===== config.mk =====
export PLATFORM = sky130hd
export DESIGN_NAME = lfsr_descrambler
export DESIGN_NICKNAME = d
export VERILOG_FILES = /design/src/rtl/lfsr_pkg.sv /design/src/rtl/lfsr15_core.sv /design/src/rtl/lfsr_descrambler.sv
export SDC_FILE = /design/constraint.sdc
export NUM_CORES = 1
export LEC_CHECK = 0
export ABC_CLOCK_PERIOD_IN_PS = 2300
export BUFFER_PORTS_ARGS = -buffer_cell sky130_fd_sc_hd__buf_2
export CORE_MARGIN = 8
export CORE_UTILIZATION = 35
export CTS_CLUSTER_DIAMETER = 80
export DETAILED_ROUTE_END_ITERATION = 8
export SYNTH_ARGS = -nofsm -noshare
export SYNTH_HDL_FRONTEND = slang
export SYNTH_SLANG_ARGS = --single-unit
export TNS_END_PERCENT = 20

===== constraint.sdc =====
create_clock -name clk -period 2.3 [get_ports clk]
set_input_delay 0.345 -clock clk [delete_from_list [all_inputs] [get_ports clk]]
set_output_delay 0.345 -clock clk [all_outputs]
set_load 0.02 [all_outputs]

===== src/rtl/lfsr_pkg.sv =====
`default_nettype none
// ============================================================================
//  Module      : lfsr_pkg
//  Description : Shared constants, state encoding and feedback helper for the
//                15-bit x^15+x^14+1 additive scrambler/descrambler pair.
//  Revision    : 1.0 - initial release
// ============================================================================
package lfsr_pkg;

    localparam int              LFSR_W       = 15;
    localparam int              TAP_A        = 14;
    localparam int              TAP_B        = 13;
    localparam logic [14:0]     DEFAULT_SEED = 15'h00A9;

    // Descrambler synchronisation states
    typedef enum logic [1:0] {
        HUNT   = 2'd0,
        VERIFY = 2'd1,
        LOCKED = 2'd2
    } state_t;

    // Keystream / feedback bit of the polynomial x^15 + x^14 + 1
    function automatic logic lfsr_fb(input logic [LFSR_W-1:0] q);
        return q[TAP_A] ^ q[TAP_B];
    endfunction

endpackage
`default_nettype wire


===== src/rtl/lfsr15_core.sv =====
`default_nettype none
// ============================================================================
//  Module      : lfsr15_core
//  Description : 15-bit Fibonacci LFSR. Shifts left; the new LSB is either the
//                polynomial feedback (free-run) or an external bit (used to
//                load the register from a received keystream).
//  Revision    : 1.0 - initial release
// ============================================================================
module lfsr15_core
    import lfsr_pkg::*;
(
    input  logic              clk,
    input  logic              reset,
    input  logic              enable,
    input  logic              sel_ext,
    input  logic              ext_bit,
    input  logic [LFSR_W-1:0] seed,
    output logic [LFSR_W-1:0] q,
    output logic              fb
);

    logic [LFSR_W-1:0] r_q;
    logic              w_shift_in;

    assign fb         = lfsr_fb(r_q);
    assign w_shift_in = sel_ext ? ext_bit : fb;
    assign q          = r_q;

    // Shift register: seed on reset, advance only when enabled
    always_ff @(posedge clk or posedge reset) begin
        if (reset) begin
            r_q <= seed;
        end else if (enable) begin
            r_q <= {r_q[LFSR_W-2:0], w_shift_in};
        end
    end

endmodule
`default_nettype wire


===== src/rtl/lfsr_descrambler.sv =====
`default_nettype none
// ============================================================================
//  Module      : lfsr_descrambler
//  Description : Serial additive descrambler for x^15+x^14+1. Either starts
//                seed-aligned with the scrambler (LOCKED out of reset) or
//                self-acquires from an all-zero training run
//                (HUNT -> VERIFY -> LOCKED).
//  Revision    : 1.0 - initial release
// ============================================================================
module lfsr_descrambler
    import lfsr_pkg::*;
#(
    parameter logic [LFSR_W-1:0] SEED         = DEFAULT_SEED,
    parameter bit                START_LOCKED = 1'b1,
    parameter int                VERIFY_LEN   = 32
) (
    input  logic              clk,
    input  logic              reset,
    input  logic              in_valid,
    input  logic              in_data,
    input  logic              resync,
    output logic              out_valid,
    output logic              out_data,
    output logic              locked,
    output logic [LFSR_W-1:0] lfsr_out,
    output logic [7:0]        slip_count
);

    localparam state_t     c_RESET_STATE = START_LOCKED ? LOCKED : HUNT;
    localparam logic [7:0] c_HUNT_LAST   = 8'(LFSR_W - 1);
    localparam logic [7:0] c_VERIFY_LAST = 8'(VERIFY_LEN - 1);

    state_t            r_state;
    logic [7:0]        r_count;
    logic [7:0]        r_slip;
    logic              r_out_valid;
    logic              r_out_data;
    logic              r_locked;

    logic [LFSR_W-1:0] w_q;
    logic              w_p;
    logic              w_advance;
    logic              w_sel_ext;

    // A resync cycle discards its bit, so the LFSR only moves on clean input
    assign w_advance = in_valid & ~resync;
    // In HUNT the payload is assumed zero, so the received bit is keystream
    assign w_sel_ext = (r_state == HUNT);

    lfsr15_core u_core (
        .clk     (clk),
        .reset   (reset),
        .enable  (w_advance),
        .sel_ext (w_sel_ext),
        .ext_bit (in_data),
        .seed    (SEED),
        .q       (w_q),
        .fb      (w_p)
    );

    // Sync state machine, bit counter, slip counter and registered outputs
    always_ff @(posedge clk or posedge reset) begin
        if (reset) begin
            r_state     <= c_RESET_STATE;
            r_count     <= 8'd0;
            r_slip      <= 8'd0;
            r_out_valid <= 1'b0;
            r_out_data  <= 1'b0;
            r_locked    <= START_LOCKED;
        end else if (resync) begin
            r_state     <= HUNT;
            r_count     <= 8'd0;
            r_out_valid <= 1'b0;
            r_locked    <= 1'b0;
        end else if (!in_valid) begin
            r_out_valid <= 1'b0;
        end else begin
            case (r_state)
                HUNT: begin
                    r_out_valid <= 1'b0;
                    if (r_count == c_HUNT_LAST) begin
                        r_count <= 8'd0;
                        r_state <= VERIFY;
                    end else begin
                        r_count <= r_count + 8'd1;
                    end
                end
                VERIFY: begin
                    r_out_valid <= 1'b0;
                    if (in_data == w_p) begin
                        if (r_count == c_VERIFY_LAST) begin
                            r_count  <= 8'd0;
                            r_state  <= LOCKED;
                            r_locked <= 1'b1;
                        end else begin
                            r_count <= r_count + 8'd1;
                        end
                    end else begin
                        r_count <= 8'd0;
                        r_state <= HUNT;
                        if (r_slip != 8'hFF) begin
                            r_slip <= r_slip + 8'd1;
                        end
                    end
                end
                LOCKED: begin
                    r_out_data  <= in_data ^ w_p;
                    r_out_valid <= 1'b1;
                end
                default: begin
                    r_state     <= HUNT;
                    r_count     <= 8'd0;
                    r_out_valid <= 1'b0;
                    r_locked    <= 1'b0;
                end
            endcase
        end
    end

    assign out_valid  = r_out_valid;
    assign out_data   = r_out_data;
    assign locked     = r_locked;
    assign lfsr_out   = w_q;
    assign slip_count = r_slip;

endmodule
`default_nettype wire


==> impl_metrics.py, run 1 <==
metrics = {
    "status": {
        "status": "finished, final reports clean",
    },
    "pwr": {
        "clkPwrFrac_pct": 26.7,
        "p_sw_share_pct": 31.5,
        "p_seq_share_pct": 46.6,
        "vdd_drop_max_mv": 0.588,
        "powerDensity_nw_per_um2": 863,
        "leakagePower_nw": 1.01,
        "p_switching_mw": 0.573,
        "pwr-share-comb_pct": 26.8,
        "internal_power_mw": 1.25,
    },
    "final_layout": {
        "drive_gt1_share_pct": 38.1,
        "fillers": 490,
        "area_delta_synth_final_pct": 19.7,
        "fin_cells": 264,
        "seqCellArea_um2": 908,
        "fin_area_um2": 2110,
        "utilization_pct": 42.4,
        "nets": 201,
        "multiInputGateArea_um2": 807,
        "diodes": 0,
    },
    "grt": {
        "antenna_found_initial": 0,
        "grt_pass1_vias": 1347,
        "grt_usage_pct": 10.2,
        "grt_max_degree": 37,
        "grt_overflow_total": 0,
        "grt_pass1_wl_mm": 6.05,
    },
    "place": {
        "numPortBuffers": 30,
        "post-dp-hpwl_mm": 2.57,
        "dp_cells": 256,
        "placed_area_um2": 2010,
        "routabilityCongestion": 0.757,
    },
    "yosys": {
        "netlist-cell-type-count": 44,
        "synth_top_area_share_pct": 42.6,
        "synth_area_um2": 1760,
        "syn-num-nets": 165,
        "synth_cells": 157,
        "synth_area_leader_cell": "dfrtp_1",
        "yosysWarnings": 0,
        "ys_top_cells_by_area": "dfrtp_1 (43%), mux2_2 (10%), dfstp_2 (8.9%), nand2_1 (3.0%), xnor2_1 (3.0%)",
        "ys_seq_area_share_pct": 51.6,
        "ys_ff_latch": 36,
        "syn_avg_cell_area_um2": 11.2,
    },
    "clocking": {
        "htreeDepth": 2,
        "clk_latency_ns": 0.28,
        "path_clk_slew_ns": 0.07,
        "clock-sinks": 36,
        "clockBufferDepth": 2,
        "cts_setup_buffers": 0,
        "cts_root_buf": "clkbuf_8",
        "cts_resized": 0,
        "cts_hold_buffers": 0,
        "cts_buffers": 5,
        "cts_tree": "built",
    },
    "detailed_routing": {
        "drc": 0,
        "drtIter0Drc": 48,
        "num_vias": 1267,
        "wire_per_inst_um": 13.2,
        "totalWireLength_mm": 3.48,
        "drt_first_pass_iters": 4,
        "ant_nets": 0,
        "viasPerCell": 4.80,
    },
    "die": {
        "io_pins": 31,
        "core_area_um2": 4980,
        "initial_core_util_pct": 35.4,
        "num_rows": 26,
        "die-area_um2": 7560,
        "die_y_um": 86.9,
        "die_w_um": 86.9,
    },
    "timing": {
        "timing.slew.headroom_pct": 66.3,
        "finClkSkew_ns": 0.00613,
        "fin_tns_setup_ns": 0,
        "slew_viol_final": 0,
        "worstMarginPinSlew_ns": 0.505,
        "setup_viol": 0,
        "period_needed_ns": 2.20,
        "fmax_ghz": 0.454,
        "rsz0062_at_grt": "no",
        "timing_hold_violations_final": 0,
        "min_period_over_period_pct": 95.8,
    },
    "min_path": {
        "min_path_type": "in -> async",
    },
    "critical_path": {
        "critPathArrivalTime_ns": 2.37,
        "worst_setup_path_start_kind": "flop",
        "crit_path_end_kind": "flop",
        "path_max_fanout": 5,
        "critical_path_class": "reg -> reg",
        "crit_required_ns": 2.47,
    },
    "run": {
        "drv_cap": 0,
    },
}
-- power groups by stage --
stage	Clock, mW	Sequential [mW]	Combinational (mW)
final	0.486	0.848	0.487
after global routing	0.529	0.864	0.524
after CTS	0.504	0.849	0.498
after detailed placement	0	0.858	0.496
after global placement	0	0.853	0.496
after floorplan	0	0.984	0.200
-- metrics by stage --
step	total power [mW]	setup WS (ns)	hold WS, ns
after detailed placement	1.35	0.125	0.469
after global routing	1.92	0.0479	0.194
final	1.82	0.0977	0.154
after CTS	1.85	0.103	0.163
after floorplan	1.18	0.105	0.416
after global placement	1.35	0.154	0.473
-- state kept, by name, indices dropped and copies added (netlist names) --
name / flops
r_count: 8
u_core.q: 15
r_state: 2
out_valid: 1
locked: 1
out_data: 1
slip_count: 8
-- worst max-delay path: stages (launching register included) --
cell and delay [ns]:
dfrtp_1 0.43, xor3_2 0.50, nand2_4 0.08, or4_4 0.55, or3_4 0.39, xnor2_2 0.13
-- placed cells by master (no fill, tap or decap), types with 2 or more instances in the layout --
cell type / netlist / final
inv_1: 3 / 3
buf_2: 1 / 30
nor4_1: 2 / 2
clkbuf_8: 0 / 7
dfrtp_1: 30 / 30
nand4b_1: 2 / 2
o21ai_0: 3 / 3
buf_4: 0 / 6
nand2_1: 14 / 14
nor3_1: 4 / 4
nand3_1: 10 / 10
nand2b_1: 4 / 4
dfstp_2: 6 / 6
mux2_2: 16 / 16
nor4b_1: 2 / 2
a211o_1: 2 / 2
a21oi_1: 6 / 6
ha_1: 3 / 3
nor2_1: 10 / 10
xnor2_1: 6 / 6
nand4_1: 5 / 5
-- cell usage after synthesis, drive strengths merged --
master,n
or2,1
xnor2,7
a32oi,1
dfrtp,30
buf,3
nand4,5
o21bai,1
nand2b,4
a21oi,6
and3,1
and2b,1
nor4,2
a211o,2
xor2,1
nor4b,2
xor3,1
o21ai,3
nor3,4
a211oi,1
nand3b,1
nand2,15
a311oi,1
a21o,1
nor2b,1
nand3,10
mux2,16
nor2,10
or3b,1
mux2i,1
a31oi,1
nand4b,2
or4,2
inv,3
dfstp,6
clkbuf,4
ha,3
a22oi,1
or3,2
-- cell type report --
cell class | instances | share of cell area, %
tap | 70 | 4.15
timing repair buffer | 36 | 9.25
sequential | 36 | 43.1
clock buffer | 8 | 4.74
multi-input combinational | 111 | 38.3
inverter | 3 | 0.534
-- cells by family after synthesis --
family                   synth area share (%)
XOR/XNOR                                 5.82
AO/OA/AOI/OAI                            6.89
multiplexers                             10.8
AND/OR/NAND/NOR                          20.2
buffers and inverters                    2.63
flip-flops                               51.6
adder cells (fa/ha/maj)                  2.13
-- path summary, 6_finish.rpt --
path / start / end / slack [ns] / cells after the start
worst max-delay path: u_core.q[13]$_DFFE_PP0P_ / slip_count[5]$_DFFE_PP0P_ / 0.1 / 5
worst min-delay path: reset / u_core.q[12]$_DFFE_PP0P_ / 0.15 / 3
min in group clk: resync / locked$_DFFE_PP1P_ / 0.29 / 2
worst max register to register: u_core.q[13]$_DFFE_PP0P_ / slip_count[5]$_DFFE_PP0P_ / 0.1 / 5
worst min register to register: u_core.q[0]$_DFFE_PP1P_ / u_core.q[0]$_DFFE_PP1P_ / 0.48 / 2
max in group asynchronous: reset / u_core.q[0]$_DFFE_PP1P_ / 1.80 / 3
-- routing by layer --
| layer | global-route usage (%) | wire length [µm] | vias to the layer above |
|---|---|---|---|
| met5 | 0 | 0 | - |
| met4 | 3.29 | 24 | 0 |
| met3 | 4.34 | 183 | 2 |
| met2 | 16.5 | 1690 | 20 |
| met1 | 11.7 | 1590 | 617 |
| li1 | - | - | 628 |
(Power assumes the default switching activity.)
==> run 2, diff against run 1 <==
==> constraint.sdc (replaced) <==
create_clock -name clk -period 2.3 [get_ports clk]
set_input_delay 0.115 -clock clk [delete_from_list [all_inputs] [get_ports clk]]
set_output_delay 0.115 -clock clk [all_outputs]
set_load 0.02 [all_outputs]
==> run 2 against run 1 <==
  * Non-clock buffer count is 2 higher
  * First-iteration DRC count decreased by 15%
  * Via count is 1.5% higher
  * Die area unchanged
  * Global-route usage rose by 0.59 points
  * Largest power group unchanged
==> impl_metrics.py, run 2 (synthesized netlist as in run 1, its figures left out) <==
metrics = {
    "status": {
        "status": "finished, final reports clean",
    },
    "final_layout": {
        "fin_cells": 266,
        "largest_reg_flops": 15,
        "drive_gt1_share_pct": 38.8,
        "area_delta_synth_final_pct": 24.1,
        "seqCellArea_um2": 908,
        "fillers": 475,
        "diodes": 0,
        "multiInputGateArea_um2": 807,
        "nets": 203,
        "final_cell_mix": "buf_2 (30), dfrtp_1 (30), mux2_2 (16), nand2_1 (14)",
    },
    "clocking": {
        "cts_setup_buffers": 0,
        "path_clk_slew_ns": 0.07,
        "clock-sinks": 36,
        "clockBufferDepth": 2,
        "cts_tree": "built",
        "clk_latency_ns": 0.28,
        "htreeDepth": 2,
        "cts_root_buf": "clkbuf_8",
        "cts_resized": 0,
        "cts_buffers": 5,
    },
    "die": {
        "num_rows": 26,
        "initial_core_util_pct": 35.4,
        "core_area_um2": 4980,
        "die_y_um": 86.9,
        "io_pins": 31,
        "die-area_um2": 7560,
        "die_w_um": 86.9,
    },
    "timing": {
        "fin_tns_setup_ns": 0,
        "finClkSkew_ns": 0.00329,
        "setup_viol": 0,
        "timing_hold_violations_final": 0,
        "fmax_ghz": 0.458,
        "period_needed_ns": 2.19,
        "slew_viol_final": 0,
        "min_period_over_period_pct": 95.0,
        "worstMarginPinSlew_ns": 0.450,
        "rsz0062_at_grt": "no",
        "timing.slew.headroom_pct": 70.0,
    },
    "critical_path": {
        "critPathTopFamily": "simple AND/OR/NAND/NOR gates",
        "path_max_fanout": 5,
        "r2r_start": "u_core.q[13]$_DFFE_PP0P_",
        "critPathSlowestCell": "or4_4",
        "crit_path_end_kind": "flop",
        "crit_chain": "xor3_2 -> nand2_4 -> or4_4 -> or3_4 -> xnor2_2",
        "crit_required_ns": 2.47,
        "worst_setup_path_start_kind": "flop",
        "cp.depth": 5,
        "r2r-end": "slip_count[5]$_DFFE_PP0P_",
        "crit_buf_inv": 0,
        "r2r_cells": 5,
        "slowest_delay_ns": 0.55,
        "critPathArrivalTime_ns": 2.36,
        "rrSetupSlack_ns": 0.11,
        "critical_path_class": "reg -> reg",
    },
    "pwr": {
        "leakagePower_nw": 1.04,
        "p_sw_share_pct": 28.2,
        "pwr-share-comb_pct": 23.3,
        "powerDensity_nw_per_um2": 968,
        "p_switching_mw": 0.596,
        "clkPwrFrac_pct": 36.4,
        "vdd_drop_max_mv": 0.623,
        "internal_power_mw": 1.52,
        "p_seq_share_pct": 40.2,
    },
    "place": {
        "dp_cells": 257,
        "numPortBuffers": 30,
        "routabilityCongestion": 0.752,
        "post-dp-hpwl_mm": 2.66,
    },
    "min_path": {
        "min_path_type": "in -> reg",
        "min-delay-start": "resync",
        "holdPathEnd": "locked$_DFFE_PP1P_",
        "worstHoldPathCells": 2,
    },
    "grt": {
        "grt_usage_pct": 10.8,
        "grt_pass1_vias": 1428,
        "grt_max_degree": 37,
        "grt_pass1_wl_mm": 6.58,
        "grt_overflow_total": 0,
        "antenna_found_initial": 0,
    },
    "detailed_routing": {
        "drc": 0,
        "wire_per_inst_um": 13.7,
        "totalWireLength_mm": 3.65,
        "num_vias": 1286,
        "ant_nets": 0,
        "viasPerCell": 4.83,
        "drtIter0Drc": 41,
        "drt_first_pass_iters": 4,
    },
    "run": {
        "drv_cap": 0,
    },
}
## run 2: worst reg2reg max path: stages, from the launching register on
cell and delay [ns]:
dfrtp_1 0.43, xor3_2 0.49, nand2_4 0.08, or4_4 0.55
or3_4 0.39, xnor2_2 0.13
## run 2: metal layers
layer	GRT usage [%]	part of all wire [%]	vias up
met5	0	0	-
met4	2.82	0.93	0
met3	3.96	5.0	5
met2	18.0	47	25
met1	12.6	47	625
li1	-	-	631
## run 2: worst max path at each step
stage	start	slack, ns	to
finish	u_core.q[13]$_DFFE_PP0P_	0.11	slip_count[5]$_DFFE_PP0P_
global route	u_core.q[13]$_DFFE_PP0P_	0.02	slip_count[5]$_DFFE_PP0P_
CTS	u_core.q[13]$_DFFE_PP0P_	0.10	slip_count[5]$_DFFE_PP0P_
detailed placement	u_core.q[13]$_DFFE_PP0P_	0.12	slip_count[5]$_DFFE_PP0P_
global placement	u_core.q[13]$_DFFE_PP0P_	0.15	slip_count[5]$_DFFE_PP0P_
floorplan	u_core.q[13]$_DFFE_PP0P_	0.11	slip_count[5]$_DFFE_PP0P_
## run 2: final cells by class
type                       count  share of cell area [%]
clock buffer                   5                    3.15
clock inverter                 3                    4.12
inverter                       3                   0.515
multi-input combinational    111                    36.9
sequential                    36                    41.6
tap                           70                    4.01
timing repair buffer          38                    9.73
## run 2: through the flow
step	hold slack (ns)	power [mW]	utilization, %	setup slack (ns)	instance area, µm²
6_report	0.0802	2.12	43.9	0.115	2190
5_1_grt	0.0843	2.22	43.9	0.0227	2190
4_1_cts	0.0703	2.14	43.9	0.102	2190
3_5_place_dp	0.241	1.36	40.5	0.119	2020
3_3_place_gp	0.239	1.35	40.5	0.155	2020
2_1_floorplan	0.186	1.18	-	0.105	1760
## run 2: repair_timing
action	CTS	global route
endpoints found under the hold margin	30	0
endpoints found under the setup margin	0	0
hold buffers	1	0
## run 2: power by group through the flow
| stage | logic [mW] | clock network (mW) | registers, mW |
|---|---|---|---|
| 5_1_grt | 0.533 | 0.816 | 0.869 |
| 4_1_cts | 0.503 | 0.788 | 0.853 |
| 3_5_place_dp | 0.498 | 0 | 0.862 |
| 6_report | 0.494 | 0.771 | 0.851 |
| 2_1_floorplan | 0.200 | 0 | 0.984 |
| 3_3_place_gp | 0.499 | 0 | 0.854 |
